**config.mk**
```make
export PLATFORM = sky130hd
export DESIGN_NAME = common_cells
export DESIGN_NICKNAME = d
export VERILOG_FILES = /design/src/rtl/common_cells.sv
export SDC_FILE = /design/constraint.sdc
export NUM_CORES = 1
export LEC_CHECK = 0
export CELL_PAD_IN_SITES_DETAIL_PLACEMENT = 1
export CELL_PAD_IN_SITES_GLOBAL_PLACEMENT = 2
export CORE_ASPECT_RATIO = 1.1
export CORE_MARGIN = 3
export CORE_UTILIZATION = 12
export CTS_CLUSTER_SIZE = 16
export DETAILED_ROUTE_END_ITERATION = 7
export PLACE_DENSITY = 0.91
export SKIP_LAST_GASP = 1
export SYNTH_ARGS = -nofsm -noshare
export SYNTH_HDL_FRONTEND = slang
export SYNTH_SLANG_ARGS = --single-unit
```
**constraint.sdc**
```tcl
create_clock -name clk -period 1.5 [get_ports clk]
set_clock_uncertainty 0.15 [all_clocks]
set_input_delay 0.225 -clock clk [delete_from_list [all_inputs] [get_ports clk]]
set_output_delay 0.225 -clock clk [all_outputs]
set_load 0.01 [all_outputs]
```
**src/rtl/common_cells.sv**
```systemverilog
// Datapath primitives (register, one-hot AND-OR muxes) plus a top-level
// wrapper that exposes each cell and a counter built from a DFF and a Mux4.
module DFF #(
  parameter int n = 1
) (
  input  logic         clk,
  input  logic         rst,
  input  logic [n-1:0] in,
  output logic [n-1:0] out
);

  always_ff @(posedge clk) begin
    if (rst) out <= '0;
    else     out <= in;
  end

endmodule

module Mux2 #(
  parameter int n = 1
) (
  input  logic [n-1:0] a1,
  input  logic [n-1:0] a0,
  input  logic [1:0]   s,
  output logic [n-1:0] b
);

  // AND-OR select: no priority, overlapping selects OR their legs together
  assign b = ({n{s[1]}} & a1) | ({n{s[0]}} & a0);

endmodule

module Mux4 #(
  parameter int n = 1
) (
  input  logic [n-1:0] a3,
  input  logic [n-1:0] a2,
  input  logic [n-1:0] a1,
  input  logic [n-1:0] a0,
  input  logic [3:0]   s,
  output logic [n-1:0] b
);

  assign b = ({n{s[3]}} & a3) | ({n{s[2]}} & a2) |
             ({n{s[1]}} & a1) | ({n{s[0]}} & a0);

endmodule

module common_cells #(
  parameter int DATA_W = 9
) (
  input  logic              clk,
  input  logic              rst,
  input  logic [DATA_W-1:0] i_dff_in,
  output logic [DATA_W-1:0] o_dff_out,
  input  logic [DATA_W-1:0] i_m2_a1,
  input  logic [DATA_W-1:0] i_m2_a0,
  input  logic [1:0]        i_m2_s,
  output logic [DATA_W-1:0] o_m2_b,
  input  logic              i_mode_a3,
  input  logic              i_mode_a2,
  input  logic              i_mode_a1,
  input  logic              i_mode_a0,
  input  logic [3:0]        i_mode_s,
  output logic              o_mode_b,
  input  logic [DATA_W-1:0] i_m4_a3,
  input  logic [DATA_W-1:0] i_m4_a2,
  input  logic [DATA_W-1:0] i_m4_a1,
  input  logic [DATA_W-1:0] i_m4_a0,
  input  logic [3:0]        i_m4_s,
  output logic [DATA_W-1:0] o_m4_b,
  input  logic [DATA_W-1:0] i_cnt_load,
  input  logic [3:0]        i_cnt_s,
  output logic [DATA_W-1:0] o_cnt_out
);

  logic [DATA_W-1:0] w_cnt_out;
  logic [DATA_W-1:0] w_cnt_dec;
  logic [DATA_W-1:0] w_cnt_next;

  DFF #(.n(DATA_W)) u_dff (
    .clk (clk),
    .rst (rst),
    .in  (i_dff_in),
    .out (o_dff_out)
  );

  Mux2 #(.n(DATA_W)) u_mux2 (
    .a1 (i_m2_a1),
    .a0 (i_m2_a0),
    .s  (i_m2_s),
    .b  (o_m2_b)
  );

  Mux4 #(.n(1)) u_mode (
    .a3 (i_mode_a3),
    .a2 (i_mode_a2),
    .a1 (i_mode_a1),
    .a0 (i_mode_a0),
    .s  (i_mode_s),
    .b  (o_mode_b)
  );

  Mux4 #(.n(DATA_W)) u_mux4 (
    .a3 (i_m4_a3),
    .a2 (i_m4_a2),
    .a1 (i_m4_a1),
    .a0 (i_m4_a0),
    .s  (i_m4_s),
    .b  (o_m4_b)
  );

  // Counter: select order {hold, load, step, clear} -> {out, load, out-1, 0}
  assign w_cnt_dec = w_cnt_out - DATA_W'(1);

  Mux4 #(.n(DATA_W)) u_cnt_mux (
    .a3 (w_cnt_out),
    .a2 (i_cnt_load),
    .a1 (w_cnt_dec),
    .a0 ('0),
    .s  (i_cnt_s),
    .b  (w_cnt_next)
  );

  DFF #(.n(DATA_W)) u_cnt_reg (
    .clk (clk),
    .rst (rst),
    .in  (w_cnt_next),
    .out (w_cnt_out)
  );

  assign o_cnt_out = w_cnt_out;

endmodule

```
### Word level (Yosys, flattened, before mapping)

Cells that the tools add are included.

* bits in registers: 18
* input bits: 92
* logic and storage cells: 25

* add/subtract/negate cells: 1
* bitwise gates (word level): 22

Operators by type and width (count)
* $and A9 B9 Y9: 9
* $or A9 B9 Y9: 6
* $sub A9 B1 Y9 const B: 1
* $and A1 B1 Y1: 4
* $or A1 B1 Y1: 3

### Depth between registers and ports, before layout

* depth in word-level cells: 4
* depth in mapped cells: 5
* depth with buffers taken out: 5

### Modules after synthesis

Synthesis repeated with hierarchy kept, for this count alone.

* cell total of the unflattened synthesis: 133
* area total of the unflattened synthesis: 1186.1 sq um

Modules (own cells, without submodules)
* DFF: instances 2, cells an instance 18, area each 236.5 sq um
* Mux4 (u_cnt_mux ...): instances 2, cells an instance 31, area each 224.0 sq um
* common_cells: instances 1, cells an instance 21, area each 151.4 sq um
* Mux2: instances 1, cells an instance 11, area each 95.1 sq um
* Mux4 (u_mode): instances 1, cells an instance 3, area each 18.8 sq um

### Worst setup path before layout

OpenSTA, ideal clock, no wires.

* path kind: flip-flop to flip-flop
* start: register u_cnt_reg.out[0]
* end: register u_cnt_reg.out[6]
* library setup time: 0.079 ns
* arrival: 1.244 ns
* required time: 1.271 ns
* setup slack: 0.027 ns
* cell stages (with the launch flop): 6
* path buffers: 0
* period minus slack after synthesis: 1.473 ns
* cell sequence: dfxtp_1 inv_1 ha_1 nor3b_2 a211o_1 o211ai_1

* cells in the longest elaborated chain, start to end: 3

Ends and longest elaborated chain
* start: declaration: RTL line 9 `output logic [n-1:0] out`
* start signal: assignment: RTL line 14 `else out <= in;`
* $sub A9 B1 Y9: RTL line 114 `assign w_cnt_dec = w_cnt_out - DATA_W'(1);`
* $and A9 B9 Y9: RTL line 45 `({n{s[1]}} & a1) | ({n{s[0]}} & a0);`
* $or A9 B9 Y9: RTL line 44 `assign b = ({n{s[3]}} & a3) | ({n{s[2]}} & a2) |`

Every way passes these cells.
A chain may end at the register's enable or synchronous reset.

### Final worst setup path

* start: input port i_m2_a1[0]
* end: output port o_m2_b[0]

* cells in the longest elaborated chain, start to end: 2

Ends and longest elaborated chain
* start: declaration: RTL line 56 `input logic [DATA_W-1:0] i_m2_a1,`
* $and A9 B9 Y9: RTL line 29 `assign b = ({n{s[1]}} & a1) | ({n{s[0]}} & a0);`
* $or A9 B9 Y9: RTL line 29
* end: declaration: RTL line 59 `output logic [DATA_W-1:0] o_m2_b,`

Every way passes these cells.

==> summary.md <==
The analysis attributes to cell leakage a power of 1.213 nW. Top-level port count: 129. In this run the horizontal extent of the chip is 95.92 µm. Clock-pin slew was measured on the worst setup and hold paths at 0.07 ns. Cells with a size suffix above 1 make up 23.27% of the layout. For this run, the total global-route usage over all layers was measured as 10.57%. No sink is reached through more buffers than the 2 on the longest clock path.

The finished cells cover 2741 µm². Data arrives at the worst endpoint at 1.11 ns. The cell count of the worst reg-to-reg path came out at 4. The Yosys step of the flow raised 0 warnings. The run gives 0 as the number of buffers added for setup after CTS. Worst hold path startpoint: i_cnt_load[0]. The floorplan step defined a core boundary enclosing 8539 µm². Based on the critical path, the design can be clocked at up to 672.9 MHz. The net switching component of the power was 0.4964 mW. Once layout is complete, the cells apart from fillers number 386. In this run, the number of DRC markers left after iteration 0 of detailed routing was 22. Of the total power, the share spent switching nets is 28.91%. In the synthesized netlist the async set-or-reset flop fraction comes to 0%. The logs give 18 for the clock sink total and 379 for the number of placed instances with taps included. The final max-slew violation count was 0; the combined area of all synthesized cells was 1067 µm². Nature of the critical path endpoint: an output pin.

The per-cell via count in the routed design came out at 4.223. The post-layout minimum cycle time came out at 1.486 ns. Kind of critical path: input port to output pin. Entering global routing, the biggest net connects 12 pins.

Share of the cycle needed by the critical path after routing: 99.07%. The actual transition at the worst max-transition pin was 0.4125 ns; the last weighted congestion value of the routability-driven placer was 0.7347. The number of antenna diodes in the final layout is 0.

The critical path ends at o_m2_b[0]. The synthesized design contains 18 register bits. The number of different library cells used by synthesis comes to 31. Internal power comes to 1.221 mW.

The tools report the number of antenna violations at the first check in global routing as 0. The sequential fraction of design power is 32.8%, and the post-placement setup slack is -0.5339 ns. The total CTS buffers is 3, and the number of nets in the synthesized netlist is 221.

Setup repair after global routing left no endpoint under its margin. The critical path starts at i_m2_a1[0]. The die extent in y works out to 104.9 µm. The worst setup path is launched from an input port. Across the VDD grid, the largest voltage drop is 230.8 µV. The peak fanout along the critical path was 1.

The most common cell after layout, fill and taps aside was clkdlybuf4s50_1. The run finished with clean final reports. Setup violations remaining at the end of the flow were counted as 0.

Number of nets in the layout: 369. The number of enable flip-flop cells after synthesis was 0; the count of standard-cell rows was 35. The die area is 10060 µm², and the required time reported for the critical path endpoint is 1.12 ns. The tools report the proportion of power drawn by combinational gates as 43.7%. For the clock network latency to the later pin of the worst-skew pair, the log shows 0.25 ns. The maximum level of the CTS H-tree was 1; the effective utilization at floorplan was 12.50%. Power spread over the standard cell area amounts to 626.3 nW/µm².

The number of global-route vias before repair was 1847; the count of antenna-violating nets left after detailed routing was 0. Before antenna repair, the detailed router went through 4 iterations. Part of the Yosys area used for sequential elements: 33.76%. Summing over every cut layer, the via total after detailed routing is 1630.

In this run, post-CTS hold repair placed 0 buffers. Count of port buffers added during placement: 127. The launch point of the worst reg-to-reg path is u_cnt_reg.out[0].

The root buffer selected by CTS is clkbuf_8. Once routing completed, OpenROAD measured the worst setup slack at 0.01396 ns. The gate count of the mapped netlist was 128. The worst pin sits at a relative slew slack of 72.25%.

The tools report the reg-to-reg critical path endpoint as u_cnt_reg.out[5]. In this run the cell area measured after placement is 2616 µm². After detailed routing, the number of remaining DRC violations is 0. Kind of path behind the tightest hold check: input port to flop. After detailed routing, the average wire length per cell comes to 14.28 µm. From synthesis to final layout, the design area changed by 156.9%.

The tools report the HPWL reported at the end of detailed placement as 4.606 mm. Dominant register cell in the synthesized netlist: dfxtp_1. In the layout the commonest cells are 84 x clkdlybuf4s50_1, 18 x buf_4, 16 x a22oi_1. The setup check on the worst reg-to-reg path leaves a slack of 0.03 ns. Total congestion overflow after global routing: 0. After detailed routing, the total wire length is 5.514 mm. The count of endpoints failing hold in the final timing report is 0, and the share of total power in the clock network is 23.5%.

TritonCTS built the clock tree. The first global-routing pass estimated 8.521 mm of wire. The mean post-synth cell area came out at 8.338 µm². Max-cap violations in this run came to 0.
-- cells in the mapped netlist (3+ instances only) --
cell	instances	area, µm²
a22oi_1	25	187.7
dfxtp_1	18	360.4
nand2_1	15	56.30
clkbuf_1	11	41.29
a22o_1	10	87.58
nor2b_1	10	62.56
a211o_1	3	26.28
a21oi_1	3	15.01
inv_1	3	11.26
nand3_1	3	15.01
nor2_1	3	11.26
nor3b_1	3	22.52
o211ai_1	3	22.52
-- worst max-delay path, stage by stage --
cell,delay [ns]
clkdlybuf4s50_1,0.42
a22o_1,0.23
clkdlybuf4s15_1,0.23
-- per-stage QoR --
| step | util [%] | hold WS (ns) | power [mW] | setup TNS [ns] |
|---|---|---|---|---|
| floorplan | - | 0.2032 | 0.8181 | 0 |
| global placement | 30.64 | 0.4480 | 1.326 | -8.369 |
| detailed placement | 30.64 | 0.4702 | 1.347 | -9.291 |
| CTS | 31.87 | 0.3726 | 1.735 | -0.003655 |
| global route | 32.10 | 0.3843 | 1.821 | 0 |
| finish | 32.10 | 0.3657 | 1.717 | 0 |
-- what timing repair did --
item,4_1_cts,5_1_grt
cloned,3,0
pin swaps,4,5
endpoints found under the setup margin,28,20
gates resized for setup,93,26
endpoints found under the hold margin,0,0
-- registers in the layout, indices dropped and copies added, names as in the netlist --
| register | count |
|---|---|
| u_dff.out | 9 |
| u_cnt_reg.out | 9 |
-- area by class of cell --
cell class	count	area, µm²
Fill cell	996	5798
Timing Repair Buffer	154	1449
Multi-Input combinational cell	96	715.7
Sequential cell	18	371.6
Tap cell	111	138.9
Clock buffer	4	55.05
Inverter	3	11.26
-- cells by family after synthesis --
group,share of synthesized area (%)
compound gates,36.93
xor+xnor,0.8208
fa+ha+maj,1.172
buf+inv,4.924
flops,33.76
mux,0.9379
simple gates,21.45
-- worst min-delay path by stage --
stage,cells after the start,slack [ns],to
finish,3,0.37,u_cnt_reg.out[0]
global route,3,0.38,u_cnt_reg.out[0]
CTS,3,0.37,u_cnt_reg.out[0]
detailed placement,3,0.47,u_cnt_reg.out[8]
global placement,3,0.45,u_cnt_reg.out[8]
floorplan,1,0.20,u_dff.out[0]
-- metal layers --
layer,global-route usage (%),up-vias,wire (µm)
met5,0,-,0
met4,2.236,0,65
met3,2.520,7,540
met2,21.51,96,2978
met1,10.26,739,1930
li1,-,788,-
-- power by group through the flow --
stage               sequential [mW]  clock (mW)  combinational, mW
floorplan                     0.592           0              0.226
global placement              0.567           0              0.759
detailed placement            0.570           0              0.777
CTS                           0.561       0.417              0.757
global route                  0.570       0.436              0.815
finish                        0.563       0.403              0.751
Note: power is estimated with default switching activity, not from simulation.
